**src/rtl/fetch_queue.sv**
```systemverilog
// rtl/fetch_queue.sv - instruction fetch queue with single-outstanding memory port
// Redirect flushes the queue; a response still in flight is dropped via the DROP state.
module fetch_queue #(
  parameter int          DEPTH    = 4,
  parameter logic [31:0] RESET_PC = 32'h0000_3000
) (
  input  logic        clk,
  input  logic        reset,
  input  logic        redirect,
  input  logic [31:0] redirect_pc,
  output logic        im_req,
  output logic [31:0] im_addr,
  input  logic        im_gnt,
  input  logic        im_rvalid,
  input  logic [31:0] im_rdata,
  output logic        out_valid,
  output logic [31:0] out_ins,
  output logic [31:0] out_pc,
  input  logic        out_ready
);

  localparam int PW = $clog2(DEPTH);
  localparam int CW = $clog2(DEPTH + 1);

  localparam logic [1:0] IDLE = 2'd0;
  localparam logic [1:0] WAIT = 2'd1;
  localparam logic [1:0] DROP = 2'd2;

  logic [1:0]    state_q, state_d;
  logic [29:0]   fpc_q, fpc_d;
  logic [29:0]   req_pc_q, req_pc_d;
  logic [PW-1:0] head_q, head_d, tail_q, tail_d;
  logic [CW-1:0] count_q, count_d;

  logic [29:0] pc_mem  [DEPTH];
  logic [31:0] ins_mem [DEPTH];

  logic fire, enq, deq;
  logic unused_pc_bits;

  assign unused_pc_bits = ^redirect_pc[1:0];

  // A request needs a free slot so its response can always be enqueued.
  assign im_req    = reset && (state_q == IDLE) && !redirect && (count_q < CW'(DEPTH));
  assign im_addr   = {fpc_q, 2'b00};
  assign fire      = im_req && im_gnt;
  assign out_valid = (count_q != '0);
  assign out_ins   = ins_mem[head_q];
  assign out_pc    = {pc_mem[head_q], 2'b00};
  assign enq       = (state_q == WAIT) && im_rvalid && !redirect;
  assign deq       = out_valid && out_ready && !redirect;

  always_comb begin
    state_d  = state_q;
    fpc_d    = fpc_q;
    req_pc_d = req_pc_q;
    head_d   = head_q;
    tail_d   = tail_q;
    count_d  = count_q;

    if (redirect) begin
      fpc_d   = redirect_pc[31:2];
      head_d  = '0;
      tail_d  = '0;
      count_d = '0;
      if (state_q != IDLE) state_d = im_rvalid ? IDLE : DROP;
    end else begin
      case (state_q)
        IDLE: if (fire) state_d = WAIT;
        WAIT: if (im_rvalid) state_d = IDLE;
        DROP: if (im_rvalid) state_d = IDLE;
        default: state_d = IDLE;
      endcase
      if (fire) begin
        fpc_d    = fpc_q + 30'd1;
        req_pc_d = fpc_q;
      end
      if (enq) tail_d = tail_q + PW'(1);
      if (deq) head_d = head_q + PW'(1);
      case ({enq, deq})
        2'b10:   count_d = count_q + CW'(1);
        2'b01:   count_d = count_q - CW'(1);
        default: count_d = count_q;
      endcase
    end
  end

  always_ff @(posedge clk or negedge reset) begin
    if (!reset) begin
      state_q  <= IDLE;
      fpc_q    <= RESET_PC[31:2];
      req_pc_q <= RESET_PC[31:2];
      head_q   <= '0;
      tail_q   <= '0;
      count_q  <= '0;
    end else begin
      state_q  <= state_d;
      fpc_q    <= fpc_d;
      req_pc_q <= req_pc_d;
      head_q   <= head_d;
      tail_q   <= tail_d;
      count_q  <= count_d;
    end
  end

  always_ff @(posedge clk) begin
    if (enq) begin
      pc_mem[tail_q]  <= req_pc_q;
      ins_mem[tail_q] <= im_rdata;
    end
  end

endmodule

```
**config.mk**
```make
export PLATFORM = sky130hd
export DESIGN_NAME = fetch_queue
export DESIGN_NICKNAME = d
export VERILOG_FILES = /design/src/rtl/fetch_queue.sv
export SDC_FILE = /design/constraint.sdc
export NUM_CORES = 1
export LEC_CHECK = 0
export BUFFER_PORTS_ARGS = -buffer_cell sky130_fd_sc_hd__buf_2
export CAP_MARGIN = 10
export CORE_UTILIZATION = 40
export DETAILED_ROUTE_END_ITERATION = 8
export MAX_ROUTING_LAYER = met4
export SYNTH_ARGS = -nofsm -noshare
export SYNTH_HDL_FRONTEND = slang
export SYNTH_SLANG_ARGS = --single-unit
```
**constraint.sdc**
```tcl
create_clock -name clk -period 8.45 [get_ports clk]
set_clock_uncertainty 0.1 [all_clocks]
set_input_delay 1.2675 -clock clk [delete_from_list [all_inputs] [get_ports clk]]
set_output_delay 1.2675 -clock clk [all_outputs]
set_load 0.02 [all_outputs]
```
==> results.ini <==
[yosys]
postSynth.asyncResetShare_pct = 21.77
ys_warn_count = 0
syn_area_per_cell_um2 = 17.39
synth_flop_cell = edfxtp_1
syn-instance-count = 713
synth.distinct_cells = 52
synth_seq_cells = 317
sequential_cell_area_fraction_in_the_yosys_report_pct = 74.04
synth_edf_count = 248
syn_area_um2 = 12400

[power]
p_leak_uw = 0.005331
seqPwrFrac_pct = 49.6
power_density_nw_per_um2 = 281.7
combinationalPowerShare_pct = 15.1
p_clk_share_pct = 35.4
net-switching-power_uw = 1107
internal_power_uw = 3044
switching_share_pct = 26.67
max-vdd-ir-drop_uv = 135.3

[sta]
grt_setup_unrepaired = false
timing.final.ws_setup_ns = 4.197
fmax_ghz = 0.2351
finalWorstPathRequiredPeriod_ns = 4.253
setup_viol_count_final = 0
hold_violations = 0
layout_worst_path_cycle_share_pct = 50.33
final_max_slew_viol_count = 0
tightestPinTransition_ns = 1.021
setup-tns-final_ns = 0
fin_hold_ws_ns = 0.4072
slew_headroom_pct = 31.91

[cts]
worst_skew_pair.late_latency_ns = 0.50
postCtsSetupRepairBufs = 0
tritoncts_clock_tree = done
clock_tree.buffer_depth = 3
ctsRootBufferMaster = clkbuf_16
cts-buffers-inserted = 35
clock_pin_slew_on_the_worst_setup_and_hold_paths_ns = 0.06
cts-hold-fix-buffers = 0
cts_repair_resize_count = 0
number_of_clock_sinks = 317
ctsHtreeMaxLevel = 2

[cells_and_area]
combined_area_of_the_multi_input_logic_cells_um2 = 3037
ff_latch_area_um2 = 9186
layout.cell_area.non_filler_um2 = 14740
drive_gt1_share_pct = 32.82
nFillCells = 2630
net_count_final = 961
flow.area_growth_from_synthesis_pct = 18.86
layout_commonest_cell = edfxtp_1
layout.cells.most_common_list = 248 x edfxtp_1, 160 x buf_2, 118 x nand2_1

[grt]
first_pass_grt_wire_length_um = 40390
initial_antenna_violation_count = 1
grtUsageTotal_pct = 17.37
grt_max_degree = 64
grt_overflow = 0
first_global_vias = 7058

[die]
std_cell_rows = 64
die_x_um = 178.0
core_area_um2 = 30510
floorplan.initialDensity_pct = 40.63
floorplan.die_area_um2 = 31700
die_h_um = 178.0
boundaryPins = 168

[run_status]
status = completed

[drt]
drt_drc_violations_left = 0
initial_drt_pass_iterations = 5
vias = 6906
routedWlPerCell_um = 19.73
total_detailed_routing_wirelength_um = 25750
postRouteAntennaNets = 0
vias_per_cell = 5.292
drt_iter0_drc = 440

[worst_setup_path]
worst_setup_path_category = flip-flop to output port
timing.critical_path.slowest_cell_delay_ns = 0.87
critical_path_required_ns = 7.08
start_kind = flip-flop
timing.critical_path.slowest_stage_cell = dfrtp_4
cp.arrival_ns = 2.89
timing.critical_path.cells = buf_4 -> mux4_2 -> buf_2
worst-path-buf-inv = 2
worst-path-max-fanout = 34
worst_path_dominant_cell_family = buffers and inverters
critPathCaptureType = output port

[placed_design]
finalWeightedCongestion = 0.8428
detailed_place.area_um2 = 13610
port_buffer_count = 161
placement.setup.worst_slack_ns = 4.592
hpwlAfterDp_um = 14870

[flow_run]
max-cap-violations = 0

[worst_hold_path]
worstHoldPathType = flip-flop to flip-flop

-- power by group through the flow --
stage	clock [uW]	combinational, uW	sequential [uW]
final	1470	626	2060
after global routing	1570	692	2090
after CTS	1510	638	2060
after detailed placement	0	637	2090
after global placement	0	631	2080
after floorplan	0	457	2030
-- state kept, by name (all words and copies together), names as in the netlist --
name,cells
fpc_q,30
head_q,2
req_pc_q,30
ins_mem,128
state_q,2
count_q,3
tail_q,2
pc_mem,120
-- cell type report --
class	count	area share [%]
timing repair buffer	167	5.791
multi-input combinational	353	20.61
clock inverter	15	0.8406
clock buffer	47	6.810
tap	396	3.362
inverter	9	0.2293
sequential	317	62.34
antenna	1	0.01698
-- Yosys cell counts, types with 2 or more instances --
cell type  number  area share (%)
mux4_2         62              11
nand3_1        15            0.61
a22oi_1         3            0.18
buf_2          12            0.48
inv_1           9            0.27
dfstp_2         4            0.85
nor3_1          6            0.24
a21oi_1         7            0.28
o21ai_0        21            0.85
nand2_1       118             3.6
nand4_1        10            0.50
o311ai_0        8            0.57
nor2_1         26            0.79
buf_4           4            0.24
xnor2_1         4            0.28
a221o_1         5            0.40
edfxtp_1      248              60
ha_1            7            0.71
nor4_4          2            0.34
o211ai_1        8            0.48
and3_1          4            0.20
a311oi_1        2            0.14
xor2_1          5            0.35
o31a_1          2            0.14
a41oi_1         2            0.14
buf_1           2           0.061
dfrtp_1        65              13
clkbuf_1       19            0.58
and2_1          7            0.35
a21o_1          2            0.12
or3_1           2            0.10
a31oi_1         2            0.10
-- layer usage --
layer | share of wire, % | track usage (%) | vias to the layer above
met5 | 0 | - | -
met4 | 2.3 | 5.520 | 0
met3 | 6.7 | 3.602 | 43
met2 | 46 | 26.56 | 250
met1 | 45 | 23.31 | 3479
li1 | - | - | 3134
-- worst paths after layout --
kind                                endpoint  slack (ns)    startpoint  depth (start not counted)
max in group asynchronous          head_q[0]        6.66         reset                          2
worst min-delay path            req_pc_q[10]        0.41  req_pc_q[10]                          2
worst max register to register      fpc_q[6]        5.77    state_q[0]                          7
worst max-delay path             out_ins[30]        4.20     head_q[0]                          3
min in group asynchronous          fpc_q[18]        0.53         reset                          1
worst min register to register  req_pc_q[10]        0.41  req_pc_q[10]                          2
-- tightest hold or removal path, cell delays in order, from the launching register on --
cell     delay (ns)
dfstp_2        0.38
nand2_1        0.05
o21ai_0        0.06
-- cell families after synthesis --
logic type / Yosys count / share of synthesized area [%]
flip-flops: 317 / 74.04
AND/OR/NAND/NOR: 198 / 7.448
AO/OA/AOI/OAI: 71 / 3.997
multiplexers: 63 / 11.34
buffers and inverters: 46 / 1.635
XOR/XNOR: 9 / 0.6358
adder cells (fa/ha/maj): 8 / 0.8680
other: 1 / 0.03025
-- metrics by stage --
step	util (%)	power (uW)	instances
final	48.30	4151	1305
after CTS	48.29	4210	1304
after floorplan	-	2483	716
after global placement	44.59	2716	1242
after global routing	48.30	4353	1305
after detailed placement	44.59	2730	1242
Note: power is estimated with default switching activity, not from simulation.
